### src/rtl/loop_seq_pkg.sv
// loop_seq_pkg: shared types and phase-length helpers for the loop sequencer.
//   state_t   - sequencer FSM state encoding
//   load_len  - LOAD phase length in cycles (ARRAY_N)
//   drain_len - DRAIN phase length in cycles (2*ARRAY_N-1)
package loop_seq_pkg;

  typedef enum logic [2:0] {
    IDLE  = 3'd0,
    LOAD  = 3'd1,
    FEED  = 3'd2,
    DRAIN = 3'd3,
    DONE  = 3'd4
  } state_t;

  function automatic int unsigned load_len(input int unsigned n);
    return n;
  endfunction

  function automatic int unsigned drain_len(input int unsigned n);
    return 2 * n - 1;
  endfunction

endpackage

### src/rtl/loop_sequencer_seq_counter.sv
// seq_counter: enabled CNT_W-bit up-counter that wraps to 0 after reaching 'last'.
//   clk   - clock (rising edge)
//   rstn  - synchronous active-low reset, clears count
//   clr   - synchronous clear to 0 (priority over en)
//   en    - advance by one this cycle
//   last  - terminal value; the count after it is 0
//   count - current value
//   tc    - high while count == last
module seq_counter #(
  parameter int unsigned CNT_W = 16
) (
  input  logic             clk,
  input  logic             rstn,
  input  logic             clr,
  input  logic             en,
  input  logic [CNT_W-1:0] last,
  output logic [CNT_W-1:0] count,
  output logic             tc
);

  localparam logic [CNT_W-1:0] ONE = CNT_W'(1);

  assign tc = (count == last);

  always_ff @(posedge clk) begin
    if (!rstn) begin
      count <= '0;
    end else if (clr) begin
      count <= '0;
    end else if (en) begin
      count <= tc ? '0 : count + ONE;
    end
  end

endmodule

### src/rtl/loop_sequencer.sv
// loop_sequencer: tile-loop controller for an ARRAY_N x ARRAY_N systolic array.
// Per tile it runs LOAD (ARRAY_N cycles of w_load), FEED (cfg_k cycles of
// a_feed), DRAIN (2*ARRAY_N-1 cycles, psum_store in the last ARRAY_N), with
// tile_col as the inner loop and tile_row as the outer loop.
// Ports:
//   clk, rstn                    - clock, synchronous active-low reset
//   start                        - job request, accepted only in IDLE
//   stall                        - (only with LOOP_SEQ_STALL_EN) freeze everything
//   cfg_rows, cfg_cols, cfg_k    - job configuration, latched at start
//   busy, done                   - not-IDLE flag, one-cycle completion pulse
//   w_load, a_feed               - array weight-load / activation-feed enables
//   acc_clear, psum_store        - accumulator clear / partial-sum store strobes
//   tile_row, tile_col           - current tile indices
//   phase_cnt                    - cycle index within the current phase
// Optional feature macro: LOOP_SEQ_STALL_EN (adds the stall input).
module loop_sequencer
  import loop_seq_pkg::*;
#(
  parameter int unsigned ARRAY_N = 8,
  parameter int unsigned CNT_W   = 16
) (
  input  logic             clk,
  input  logic             rstn,
  input  logic             start,
`ifdef LOOP_SEQ_STALL_EN
  input  logic             stall,
`endif
  input  logic [CNT_W-1:0] cfg_rows,
  input  logic [CNT_W-1:0] cfg_cols,
  input  logic [CNT_W-1:0] cfg_k,
  output logic             busy,
  output logic             done,
  output logic             w_load,
  output logic             a_feed,
  output logic             acc_clear,
  output logic             psum_store,
  output logic [CNT_W-1:0] tile_row,
  output logic [CNT_W-1:0] tile_col,
  output logic [CNT_W-1:0] phase_cnt
);

  localparam logic [CNT_W-1:0] ONE        = CNT_W'(1);
  localparam logic [CNT_W-1:0] LOAD_LAST  = CNT_W'(load_len(ARRAY_N) - 1);
  localparam logic [CNT_W-1:0] DRAIN_LAST = CNT_W'(drain_len(ARRAY_N) - 1);
  // psum_store covers the final ARRAY_N cycles of DRAIN
  localparam logic [CNT_W-1:0] PSUM_FIRST = CNT_W'(drain_len(ARRAY_N) - ARRAY_N);

  state_t           state;
  logic [CNT_W-1:0] rows_q;
  logic [CNT_W-1:0] cols_q;
  logic [CNT_W-1:0] k_q;
  logic             hold;
  logic             accept;
  logic             cfg_zero;
  logic             phase_en;
  logic             drain_end;
  logic             last_tile;
  logic [CNT_W-1:0] phase_last;
  logic             phase_tc;
  logic             col_tc;
  logic             row_tc;

`ifdef LOOP_SEQ_STALL_EN
  assign hold = stall;
`else
  assign hold = 1'b0;
`endif

  assign accept    = !hold && (state == IDLE) && start;
  assign cfg_zero  = (cfg_rows == '0) || (cfg_cols == '0) || (cfg_k == '0);
  assign phase_en  = !hold && ((state == LOAD) || (state == FEED) || (state == DRAIN));
  assign drain_end = !hold && (state == DRAIN) && phase_tc;
  assign last_tile = row_tc && col_tc;

  always_comb begin
    phase_last = '0;
    unique case (state)
      LOAD:    phase_last = LOAD_LAST;
      FEED:    phase_last = k_q - ONE;
      DRAIN:   phase_last = DRAIN_LAST;
      default: phase_last = '0;
    endcase
  end

  // Each phase ends on its counter's terminal value, so the wrap to 0
  // provides the zero phase_cnt on entry to the next state.
  seq_counter #(.CNT_W(CNT_W)) u_phase (
    .clk   (clk),
    .rstn  (rstn),
    .clr   (accept),
    .en    (phase_en),
    .last  (phase_last),
    .count (phase_cnt),
    .tc    (phase_tc)
  );

  seq_counter #(.CNT_W(CNT_W)) u_col (
    .clk   (clk),
    .rstn  (rstn),
    .clr   (accept),
    .en    (drain_end),
    .last  (cols_q - ONE),
    .count (tile_col),
    .tc    (col_tc)
  );

  seq_counter #(.CNT_W(CNT_W)) u_row (
    .clk   (clk),
    .rstn  (rstn),
    .clr   (accept),
    .en    (drain_end && col_tc),
    .last  (rows_q - ONE),
    .count (tile_row),
    .tc    (row_tc)
  );

  always_ff @(posedge clk) begin
    if (!rstn) begin
      state  <= IDLE;
      rows_q <= '0;
      cols_q <= '0;
      k_q    <= '0;
    end else if (!hold) begin
      unique case (state)
        IDLE: begin
          if (start) begin
            rows_q <= cfg_rows;
            cols_q <= cfg_cols;
            k_q    <= cfg_k;
            state  <= cfg_zero ? DONE : LOAD;
          end
        end
        LOAD:    if (phase_tc) state <= FEED;
        FEED:    if (phase_tc) state <= DRAIN;
        DRAIN:   if (phase_tc) state <= last_tile ? DONE : LOAD;
        DONE:    state <= IDLE;
        default: state <= IDLE;
      endcase
    end
  end

  assign busy       = (state != IDLE);
  assign done       = (state == DONE);
  assign w_load     = !hold && (state == LOAD);
  assign a_feed     = !hold && (state == FEED);
  assign acc_clear  = !hold && (state == FEED) && (phase_cnt == '0);
  assign psum_store = !hold && (state == DRAIN) && (phase_cnt >= PSUM_FIRST);

endmodule

### config.mk
export PLATFORM = sky130hd
export DESIGN_NAME = loop_sequencer
export DESIGN_NICKNAME = d
export VERILOG_FILES = /design/src/rtl/loop_seq_pkg.sv /design/src/rtl/loop_sequencer_seq_counter.sv /design/src/rtl/loop_sequencer.sv
export SDC_FILE = /design/constraint.sdc
export NUM_CORES = 1
export LEC_CHECK = 0
export ABC_AREA = 1
export CAP_MARGIN = 20
export CORE_ASPECT_RATIO = 1.5
export CORE_MARGIN = 2
export CORE_UTILIZATION = 40
export DETAILED_ROUTE_END_ITERATION = 10
export GPL_TIMING_DRIVEN = 0
export SETUP_SLACK_MARGIN = 0.05
export SYNTH_ARGS = -nofsm -noshare
export SYNTH_HDL_FRONTEND = slang
export SYNTH_SLANG_ARGS = --single-unit
### constraint.sdc
create_clock -name clk -period 4.49 [get_ports clk]
set_input_delay 1.347 -clock clk [delete_from_list [all_inputs] [get_ports clk]]
set_output_delay 1.347 -clock clk [all_outputs]
set_load 0.02 [all_outputs]
==> run summary, run 1 <==
At the worst endpoint, the arrival time is 2.23 ns. Summed over all nets, the half-perimeter wirelength after detailed placement is 18700 um. The number of endpoints failing setup at the final stage came out at 0. The floorplan step set the die width to 112 um. The min-delay analysis places its worst path in the category reg2reg. The clock network power share is 21.7%. Summing all multi-input logic gate instances after layout gives 0.00422 sq mm. The clock slew at the register clock pins of the worst setup and hold paths was 0.08 ns; the layout overhead on the synthesized area was 22.9%.

The global routing usage summed across all routing layers was 25.1%; the count of antenna diodes in the layout was 0. For the number of buffers inserted during clock tree synthesis, the log shows 9. The largest total area in the synthesized netlist belongs to dfxtp_1. The final number of hold-violating endpoints is 0, and the maximum achievable frequency is 280 MHz. The run gives 50.0% as the share of the core filled with cells.

The number of nets handed over by synthesis was 1209. The analysis attributes to net switching a power of 1.76 mW. Counting distinct cell types in the post-synthesis netlist gives 29. The share of Yosys cell area claimed by the top area cell type works out to 28.2%. For the worst setup path, the data required time is 3.14 ns. The tools report the number of pins with negative max-slew slack in the final report as 0.

The commonest non-fill, non-tap cell in the layout is nand2_1. The tools report the sequential cell area in the final layout as 0.00198 sq mm. After synthesis, the cell types taking the most area are dfxtp_1, nand2_1, nand3_1. Summed over all layers, the routed wires come to 22900 um. For this block, the initial DRC count from the detailed router was 386.

At the pin with the least slew margin, the transition time is 0.743 ns. In this run the critical register-to-register path is captured at u_row.count[11]$_SDFFE_PP0P_. The maximum clock insertion buffer count was 2; the maximum fanout encountered on the critical timing path was 7.

The synthesized netlist cell count came out at 1151. The logs give 3 for the deepest level of the CTS H-tree and 0.00703 sq mm for the cell area after synthesis. The slack of the worst reg-to-reg path is 1.71 ns.

Using the TritonRoute via totals, the vias-per-cell ratio works out to 5.13. The run gives 0 as the remaining global-route overflow. At the end of the flow, the number of nets in the layout was 1324.

After layout, the design draws a total of 3.79 mW. Entering global routing, the biggest net connects 20 pins. Floorplan die area: 0.0187 sq mm. After synthesis, the mean cell area works out to 6.11 sq um. After Yosys synthesis, full adders, half adders and majority gates account for 1.25% of the synthesized area.

For this run, the number of Yosys warnings is 0. Final critical delay including setup and external delays: 3.58 ns. TritonCTS built the clock tree.

Across all hold checks on the routed design, the worst slack comes to 0.462 ns. The portion of synthesized area spent on multiplexers is 0%. Final period utilization: 79.7%. The setup path with the least slack is of type reg2out.

In the final routed layout, each cell accounts on average for 15.4 um. For the final routed database, the setup TNS stands at 0 ns. Cells with a size suffix above 1 make up 4.72% of the layout. Worst reg2reg path startpoint: cols_q[0]$_SDFFE_PN0P_. By area, the combinational part of the netlist is dominated by simple AND/OR/NAND/NOR gates.

The number of setup buffers added after CTS is 0. The logs give 3.88 nW for the total leakage power and 0 for the hold-fix buffer count after cts. Net switching is 46.4% of the power. After detailed routing, the number of remaining DRC violations is 0.

The maximum ir drop on the vdd rail was 241 uV. The later pin in the worst-skew pair is clocked with a latency of 0.36 ns. The total I/O pin count was 105.

The detailed router placed 7613 vias in this run. On the final layout, the worst clock skew is 0.0109 ns. The logic depth of the worst register-to-register path was 13.

The total number of clock tree sinks was 99. The fraction of power consumed by sequential logic was 29.9%; the synthesized flop and latch total was 99. STA classifies the critical path endpoint as an output pin. Sequential elements use 28.2% of the synthesized area.

The synthesized netlist devotes 10.7% of its cell area to compound gates. For this run, asynchronously set or reset flops after synthesis account for 0%. Setup repair after global routing left no endpoint under its margin. In this run the power density over the cells is 438 mW/mm^2.

In this run the standard cell core region covers 0.0173 sq mm. The worst hold path begins at rows_q[15]$_SDFFE_PN0P_. Per report_power, the combinational group accounts for 48.4% of the total. Once the clock tree was built, the resizer swapped 0 gates to a different size. The number of synthesized flops with an enable pin works out to 0. The most used flip-flop cell after synthesis is dfxtp_1. For this configuration, the core starts out at a cell density of 40.7%. The flow ran to the end, and the final reports show no timing, DRC or antenna violations. The first-pass iteration count of the detailed router is 5, and the synthesized-area fraction occupied by xor and xnor cells is 7.35%. The number of max-capacitance violations reported is 0. The global-route wire length before repair was 37400 um. The number of antenna violations at the first check in global routing was 0. The filler cells instantiated in the layout total 1907. The port buffer count is 104.

The path with the worst hold slack has its endpoint at rows_q[15]$_SDFFE_PN0P_. The simple-gate share of the synthesized area came out at 40.7%. The library cells used most frequently in the layout, excluding fill and tap cells, are nand2_1, inv_1, nand3_1. STA classifies the critical path startpoint as a register. The normalized max-slew margin was 50.5%; the y dimension of the die was 166 um. Counting instances, the worst hold path has a depth of 2. For the final weighted congestion in routability-driven placement, the log shows 0.936. The floorplan has 59 rows.

The internal portion of the total power is 2.03 mW. The tools report the library cell used as clock root buffer as clkbuf_16. Post-detailed-route count of antenna-violating nets: 0.

Number of global-route vias before repair: 7444.
-- cell families (layout without fill, tap and decap cells) --
logic type	Yosys count	after routing
AOI/OAI and AO/OA	149	149
xor gates and xnor gates	59	59
adders and majority gates	7	7
buffers and inverters	205	325
DFF	99	99
and+or+nand+nor	632	632
-- power groups by stage --
stage | clock, mW | combinational [mW] | sequential (mW)
final | 0.823 | 1.83 | 1.13
after global routing | 0.873 | 2.10 | 1.15
after CTS | 0.846 | 1.84 | 1.13
after detailed placement | 0 | 1.83 | 1.15
after global placement | 0 | 1.82 | 1.15
after floorplan | 0 | 1.34 | 1.13
-- layout make-up --
| type | count | share of cell area [%] |
|---|---|---|
| sequential | 99 | 22.9 |
| multi-input combinational | 847 | 48.8 |
| buffer | 36 | 2.27 |
| inverter | 169 | 7.34 |
| clock buffer | 10 | 2.76 |
| tap | 213 | 3.08 |
| clock inverter | 6 | 0.753 |
| timing repair buffer | 104 | 12.0 |
-- layer usage --
layer	wire length (um)	global-route usage, %	share of wire (%)	up-vias
li1	-	-	-	3948
met1	8830	26.2	39	3433
met2	12200	48.3	53	175
met3	678	2.70	3.0	57
met4	1140	12.9	5.0	0
met5	0	0	0	-
-- registers in the layout (all words and copies together), names as in the netlist --
signal and count:
cols_q 16, k_q 16, rows_q 16, state 3
u_col.count 16, u_phase.count 16, u_row.count 16
-- metrics by stage --
| step | setup slack [ns] | area [sq um] | cells |
|---|---|---|---|
| global route | 0.741 | 8640 | 1484 |
| floorplan | 1.70 | 7030 | 1151 |
| detailed placement | 1.14 | 8340 | 1468 |
| CTS | 0.950 | 8640 | 1484 |
| finish | 0.914 | 8640 | 1484 |
| global placement | 1.14 | 8340 | 1468 |
-- how the worst max path moves through the flow --
stage | start | endpoint | slack [ns] | depth (start not counted)
after CTS | u_phase.count[9]$_SDFFE_PP0P_ | acc_clear | 0.95 | 4
final | u_phase.count[9]$_SDFFE_PP0P_ | acc_clear | 0.91 | 4
after global placement | start | u_phase.count[1]$_SDFFE_PP0P_ | 1.14 | 5
after detailed placement | start | u_phase.count[1]$_SDFFE_PP0P_ | 1.14 | 5
after global routing | u_phase.count[9]$_SDFFE_PP0P_ | acc_clear | 0.74 | 4
after floorplan | u_phase.count[0]$_SDFFE_PP0P_ | acc_clear | 1.70 | 4
-- synth_stat cells, types with 19 or more instances --
| cell | instances |
|---|---|
| nor3_1 | 23 |
| a21oi_1 | 85 |
| nor2_1 | 102 |
| dfxtp_1 | 99 |
| nand4_1 | 33 |
| inv_1 | 167 |
| nand3_1 | 127 |
| nor4_1 | 21 |
| xor2_1 | 40 |
| o21ai_0 | 61 |
| xnor2_1 | 19 |
| nand2_1 | 289 |
| clkbuf_1 | 23 |
-- worst max-delay path, cell delays in order, from the launching register on --
cell,delay [ns]
dfxtp_1,0.42
nor4_1,0.29
nand4_1,0.16
nor4_1,0.31
clkdlybuf4s50_1,0.68
Note: power is estimated with default switching activity, not from simulation.
==> run 2: changes to the inputs <==
- clock period: 4.49 -> 3 ns (I/O delays scaled with it)
==> run 2 against run 1 <==
Against the previous run: largest power group unchanged; clock-buffer cell count unchanged; sequential power up 50%; power up 52%; clock power up 51%; hold slack better by 0.0013 ns; critical endpoint unchanged; first-iteration DRC count up 18%; die area unchanged; global-route usage about the same.
==> run summary, run 2 (same netlist as run 1, synthesis figures left out) <==
End point of the most critical hold path: rows_q[15]$_SDFFE_PN0P_. The y dimension of the die works out to 166 um. In this run the static leakage power is 3.93 nW. For this block, the via count after detailed routing is 7630.

At the worst endpoint, the arrival time is 1.91 ns. For this run, the detailed router's first-pass iteration total came to 5. The run gives 0 as the post-detailed-route count of antenna-violating nets. Walking the worst path, the cells encountered are nor4_1 -> nand4_1 -> nor4_2 -> dlygate4sd2_1.

The hold-fix buffer count after cts came out at 0. The multi-input logic area was 0.00424 sq mm; the number of DRC violations after detailed-routing iteration 0 was 455. For this configuration, the core starts out at a cell density of 40.7%. After clock tree synthesis, the clock-pin slew on the worst setup and hold paths is 0.08 ns.

Registers take 0.00198 sq mm. The critical path's slowest cell is dfxtp_1. The number of cells on the worst reg-to-reg path is 16. Global routing used 25.1% of the available tracks across all layers.

The total power per unit cell area works out to 662 mW/mm^2. Setup violations remaining at the end of the flow were counted as 0. The final layout contains 1328 nets. The library cells used most frequently in the layout, excluding fill and tap cells, are nand2_1, inv_1, nand3_1.

The category of cells accounting for the largest share of critical-path delay was simple AND/OR/NAND/NOR gates. In the final layout, the share of cells above drive strength 1 is 5.41%. The filler cells instantiated in the layout total 1906. The maximum clock insertion buffer count is 2.

Worst reg2reg path startpoint: k_q[0]$_SDFFE_PN0P_. The average wire length per cell after detail routing works out to 15.4 um. For the pin with the worst max-slew slack, the measured transition is 0.747 ns. The half-perimeter wire length of the detailed placement result came out at 18700 um. After routing the design area is 0.00869 sq mm. The total wire length is 22900 um. Buffers inserted during clock tree synthesis total 9. Max-cap violations in this run came to 0. The buffering stage count on the worst path with inverters included was 1; the deepest level of the CTS H-tree was 3. Derived from the worst setup path, the maximum achievable clock frequency is 355 MHz. In the post-route analysis, the smallest setup slack over all paths is 0.186 ns. The total area inside the core boundary comes to 0.0173 sq mm.

TritonCTS built the clock tree. The remaining global-route overflow is 0, and the clock latency on the worst-skew pair is 0.37 ns. Across all hold checks on the routed design, the worst slack comes to 0.463 ns.

At the end of routability-driven placement, the weighted congestion stood at 0.936. The library cell used most frequently in the layout, excluding fill and tap cells, is nand2_1. STA puts the critical path data required time at 2.10 ns. The cell count of the worst hold path was 2. The die boundary width works out to 112 um. The tools report the worst clock skew as 0.00857 ns.

The type of origin of the critical path is a register. Pin count of the biggest net entering global routing: 20. The count of buffers added on input and output ports is 104. The final number of hold-violating endpoints is 0, and the final critical delay including setup and external delays is 2.81 ns. Setup repair after global routing left no endpoint under its margin. The worst setup path is captured at an output pin. Along the worst path, the maximum fanout reaches 7. The post-placement cell area was 0.00834 sq mm. From synthesis to final layout, the design area changed by 23.6%. The final period utilization is 93.8%, and the via density per instance is 5.13. The setup TNS after final layout was 0 ns. For the normalized max-slew margin, the log shows 50.2%.

The endpoint identified for the worst register-to-register timing path is u_col.count[9]$_SDFFE_PP0P_. The flow ran to the end, and the final reports show no timing, DRC or antenna violations. On the worst path, the slowest cell contributes a delay of 0.43 ns.

0 antenna diodes ended up in the layout. The worst register-to-register path has a setup slack of 0.40 ns. In the routed design, unresolved DRC markers number 0.

For the number of global-route vias before repair, the log shows 7444. Number of pins with negative max-slew slack in the final report: 0. The worst hold path begins at rows_q[15]$_SDFFE_PN0P_. The global-route wire length before repair is 37400 um. At the placement stage, the worst setup path has a slack of 0.0933 ns. The run gives 0.0187 sq mm as the floorplan die area. The total I/O pin count is 105, and the placement row count is 59.

The number of antenna violations at the first check in global routing came out at 0. The category of the most critical setup path is reg2out. The tools report the library cell used as clock root buffer as clkbuf_16. The worst hold path belongs to the class reg2reg.

The tree built by TritonCTS fans out to 99 sinks. The share of the core filled with cells is 50.3%, and the maximum ir drop on the vdd rail is 362 uV.
==> run 2: changes by cell type in the layout (fill, tap and decap cells not counted), sizes merged <==
cell / delta
dlygate4sd2: +2
clkdlybuf4s50: -3
buf: +4
dlymetal6s2s: +1
==> run 2: cell type report <==
class                      instances  share of cell area, %
multi-input combinational        847                   48.8
tap                              213                   3.07
clock inverter                     6                  0.748
clock buffer                      10                   2.75
buffer                            36                   2.26
timing repair buffer             108                   12.3
sequential                        99                   22.8
inverter                         169                   7.30
==> run 2: worst max-delay path by stage <==
stage | from | endpoint | slack, ns | depth (start not counted)
floorplan | u_phase.count[0]$_SDFFE_PP0P_ | acc_clear | 0.65 | 4
detailed placement | start | u_phase.count[1]$_SDFFE_PP0P_ | 0.09 | 5
global placement | start | u_phase.count[1]$_SDFFE_PP0P_ | 0.09 | 5
CTS | state[0]$_SDFFE_PN0P_ | a_feed | 0.08 | 6
global route | rows_q[0]$_SDFFE_PN0P_ | u_row.count[5]$_SDFFE_PP0P_ | 0.09 | 14
finish | u_phase.count[9]$_SDFFE_PP0P_ | acc_clear | 0.19 | 4
==> run 2: what timing repair did <==
item,in CTS,in global routing
gates resized for setup,3,7
pin swaps,0,2
setup endpoints to repair,3,23
buffers inserted,0,4
hold endpoints to repair,0,0
==> run 2: per-layer routing <==
metal / vias up / share of wire (%) / track usage [%]
met5: - / 0 / 0
met4: 0 / 4.8 / 12.9
met3: 53 / 3.1 / 2.70
met2: 175 / 54 / 48.3
met1: 3450 / 38 / 26.3
li1: 3952 / - / -
==> run 2: where the power goes <==
part | leakage, nW | switching [mW] | internal (mW) | total [mW]
logic | 2.97 | 1.86 | 0.964 | 2.82
clock network | 0.151 | 0.622 | 0.616 | 1.24
registers | 0.809 | 0.188 | 1.51 | 1.70
total | 3.93 | 2.67 | 3.09 | 5.75
==> run 2: worst reg2reg max path: stages, from the launching register on <==
cell and delay [ns]:
dfxtp_1 0.32, inv_1 0.14, ha_1 0.23, nand2_1 0.14
nor2_2 0.19, nand3_1 0.17, nand4_1 0.18, nand2_1 0.07
inv_1 0.05, nand2_1 0.05, nor2_1 0.16, nand3_2 0.13
inv_1 0.13, nand2_2 0.14, buf_2 0.23, nand2_1 0.08
a21oi_1 0.06
==> run 2: through the flow <==
| step | std cells | power (mW) |
|---|---|---|
| global placement | 1468 | 4.45 |
| detailed placement | 1468 | 4.47 |
| finish | 1488 | 5.75 |
| floorplan | 1151 | 3.69 |
| CTS | 1484 | 5.72 |
| global route | 1488 | 6.25 |
==> run 3: changes to the inputs <==
- PLACE_DENSITY: not set -> 0.65
- SETUP_SLACK_MARGIN: 0.05 -> 0.1
- SYNTH_HIERARCHICAL: not set -> 1
==> run 3 against run 2 <==
Against the previous run: the run now ends with setup timing left; cell area increased by 1.6%; via count decreased by 11%; synthesized cell count decreased by 10%; critical path depth increased by 16; setup slack got worse by 0.38 ns; power increased by 0.28%; fmax decreased by 12%; critical path type is now reg2reg; critical endpoint is now u_row/count[12]$_SDFFE_PP0P_.
==> run summary, run 3 <==
The end point of the most critical hold path was rows_q[1]$_SDFFE_PN0P_. Largest stage delay on the critical path: 0.33 ns. The run gives 0 as the number of max-capacitance violations reported. The checks that failed: setup timing. After detailed routing, the average wire length per cell comes to 13.9 um.

The nature of the critical path endpoint was a register. Power spread over the standard cell area amounts to 653 mW/mm^2. The final number of hold-violating endpoints is 0.

The most repeated library cell on the critical path is nand2_1. The final critical delay including setup and external delays is 3.20 ns. The tools report the type of origin of the critical path as a register. The post-synthesis async set-or-reset flop share works out to 0%.

The top flip-flop cell by instance count after synthesis was dfxtp_1. By instance count, the leading cell after synthesis is nand2_1. Hold-fix buffer count after cts: 0. The remaining global-route overflow was 0.

The top cell type by area accounts for 30.9% of the synthesized area. The hold path startpoint was rows_q[1]$_SDFFE_PN0P_. The analysis attributes to cell leakage a power of 3.79 nW.

The commonest non-fill, non-tap cell in the layout is nand2_1. Across the routed clock network, the largest skew measured is 0.00897 ns. The critical path's slowest cell is dfxtp_2. The HPWL after detailed placement is 14700 um. Type of the tightest min-delay check: reg2reg.

The number of standard cells in the final layout excluding fillers is 1403, and the post-detailed-route count of antenna-violating nets is 0. The cell area after synthesis was 0.00642 sq mm; the via density per instance was 4.86. The later pin in the worst-skew pair is clocked with a latency of 0.36 ns. In this run the register-to-register setup slack is -0.20 ns.

Of all nets on the critical path, the largest fanout is 4. Number of endpoints failing setup at the final stage: 27. The library cell used as clock root buffer was clkbuf_16.

The logic depth of the worst register-to-register path is 20. Cell count of the worst hold path: 2. After the first detailed-routing iteration, the DRC count stood at 235.

The logs give 373 uV for the maximum ir drop on the vdd rail and 0 for the number of antenna violations at the first check in global routing. Summing all multi-input logic gate instances after layout gives 0.00403 sq mm. The run gives 56 as the placement row count. Counting flops with a built-in enable in the synthesized netlist gives 0. The worst reg2reg path startpoint is cols_q[1]$_SDFFE_PN0P_. After detailed placement, the total cell area comes to 0.00775 sq mm. CTS built an H-tree with a depth of 3. Final-layout fill cell count: 1562. The library cells used most frequently in the layout, excluding fill and tap cells, are nand2_1, inv_1, nor2_1. TritonCTS created 9 clock buffers. Counting every net in the synthesized netlist gives 1089. For this design the top-level I/O count stands at 105. The tools report the synthesized netlist cell count as 1032. After synthesis, the most frequently instantiated cells are nand2_1, nor2_1, inv_1, dfxtp_1, a21oi_1.

During placement, the flow inserted port buffers numbering 104. By area the synthesized netlist is led by dfxtp_1, nand2_1, nor2_1. The die is 107 um wide. At the pin with the least slew margin, the transition time is 0.496 ns. Of the cells placed in the final design, the portion with a size suffix greater than 1 is 18.3%.

The total number of yosys warnings was 6; the clock slew at the register clock pins of the worst setup and hold paths was 0.08 ns. In the finished design, the share of the clock period the worst path needs comes to 107%. Entering global routing, the biggest net connects 18 pins. After the last flow step, the layout net total stands at 1252.

The logs give 34 for the count of different cell masters after synthesis and 22.3% for the global routing usage summed across all routing layers. The tools report the final weighted congestion in routability-driven placement as 0.920. The flow ran to the end, but the final reports show violations. The final worst-path setup slack is -0.198 ns, and the total wire length is 19400 um. The tools report the critical register-to-register path endpoint as u_row/count[12]$_SDFFE_PP0P_. The run gives 0 as the number of pins with negative max-slew slack in the final report. After synthesis the netlist holds a flip-flop and latch count of 99. STA puts the critical path data arrival time at 3.46 ns. The setup path with the least slack is of type reg2reg. The first detailed-routing pass ran for 6 iterations.

After detailed routing, the number of remaining DRC violations is 0. The run gives 99 as the total number of clock tree sinks. The fraction of the yosys area taken by sequential cells came out at 30.9%. The required time of the worst setup path is 3.26 ns.

Each instance of the synthesized netlist takes up on average 6.22 sq um. The run gives 6352 as the number of global-route vias before repair. The tools report the core region area as 0.0157 sq mm. For this configuration, the core starts out at a cell density of 40.9%. Static timing analysis puts the maximum clock frequency at 313 MHz. In this run the tightest slew margin relative to its limit is 66.9%. TritonCTS built the clock tree. Relative to the synthesized area, the layout overhead comes to 37.6%. The cell type with the largest total area after synthesis is dfxtp_1. The floorplan die area is 0.0171 sq mm, and the maximum clock insertion buffer count is 2. The run gives 30200 um as the global-route wire length before repair. Setup repair after global routing could not meet its margin everywhere. The number of placed cells counting well taps is 1339. The signal on the critical path passes through inv_2 -> ha_4 -> nand4_1 -> nor3_2 -> buf_4 -> nand3_2 -> xor2_1 -> inv_1 -> nand2_1 -> nand2_1 -> nor2_1 -> nand2_1 -> nor4_4 -> and3_4 -> nand2_2 -> nor2_4 -> nand2_4 -> nor3_4 -> xor2_1 -> nor2_2. The repair_antennas step left the layout with diodes totalling 0. Registers take 0.00199 sq mm.

The y dimension of the die is 159 um, and the via count is 6814. Summed area of non-filler cells in the final layout: 0.00883 sq mm.
run 3: per-stage QoR:
stage	power (mW)	utilization, %	TNS, ns	hold WS, ns	setup WS [ns]
3_3_place_gp	4.09	49.4	-15.23	0.463	-0.698
3_5_place_dp	4.12	49.4	-16.09	0.476	-0.728
6_report	5.77	56.3	-2.59	0.491	-0.198
2_1_floorplan	3.52	-	0	0.445	0.126
4_1_cts	5.60	54.4	-3.64	0.486	-0.222
5_1_grt	6.20	56.3	-10.04	0.523	-0.450
run 3: report_power, final:
| group | leakage, nW | internal, mW | switching, mW |
|---|---|---|---|
| registers | 0.811 | 1.52 | 0.211 |
| logic | 2.85 | 1.17 | 1.71 |
| clock network | 0.131 | 0.593 | 0.571 |
run 3: timing repair:
item                       4_1_cts  5_1_grt
setup endpoints to repair       37       37
cloned                           1        0
pin swaps                       40       28
buffers inserted                33       14
gates resized for setup         61       50
run 3: how the worst max path moves through the flow:
stage                            from                            to  slack, ns
2_1_floorplan     k_q[0]$_SDFFE_PN0P_  u_row/count[13]$_SDFFE_PP0P_       0.13
3_3_place_gp      k_q[0]$_SDFFE_PN0P_  u_col/count[13]$_SDFFE_PP0P_      -0.70
3_5_place_dp      k_q[0]$_SDFFE_PN0P_  u_col/count[13]$_SDFFE_PP0P_      -0.73
4_1_cts           k_q[0]$_SDFFE_PN0P_  u_col/count[13]$_SDFFE_PP0P_      -0.22
5_1_grt        cols_q[1]$_SDFFE_PN0P_  u_row/count[13]$_SDFFE_PP0P_      -0.45
6_report       cols_q[1]$_SDFFE_PN0P_  u_row/count[12]$_SDFFE_PP0P_      -0.20
run 3: metal layers:
metal	wire length [um]	track usage, %	vias to the layer above
li1	-	-	3517
met1	7580	24.1	3099
met2	10400	41.6	156
met3	744	3.89	42
met4	676	9.67	0
met5	0	0	-
run 3: area by class of cell:
type                            count  area share [%]
Buffer                             18            1.96
Clock buffer                       10            2.71
Clock inverter                      6           0.553
Inverter                          171            7.35
Multi-Input combinational cell    744            45.6
Sequential cell                    99            22.5
Tap cell                          203            2.88
Timing Repair Buffer              152            16.4
run 3: cell families (layout without fill, tap and decap cells):
kind of cell	after synthesis	in the layout	share of synthesized area (%)
xor+xnor	55	55	7.51
fa+ha+maj	6	6	1.17
simple gates	562	562	38.2
buf+inv	189	357	12.7
flops	99	99	30.9
compound gates	121	121	9.59
run 3: critical path: cells and delay by family (launching register included):
kind | cells | cell delay (ns)
buffers and inverters | 3 | 0.28
xor gates and xnor gates | 2 | 0.40
and+or+nand+nor | 14 | 1.93
adders and majority gates | 1 | 0.14
DFF | 1 | 0.33
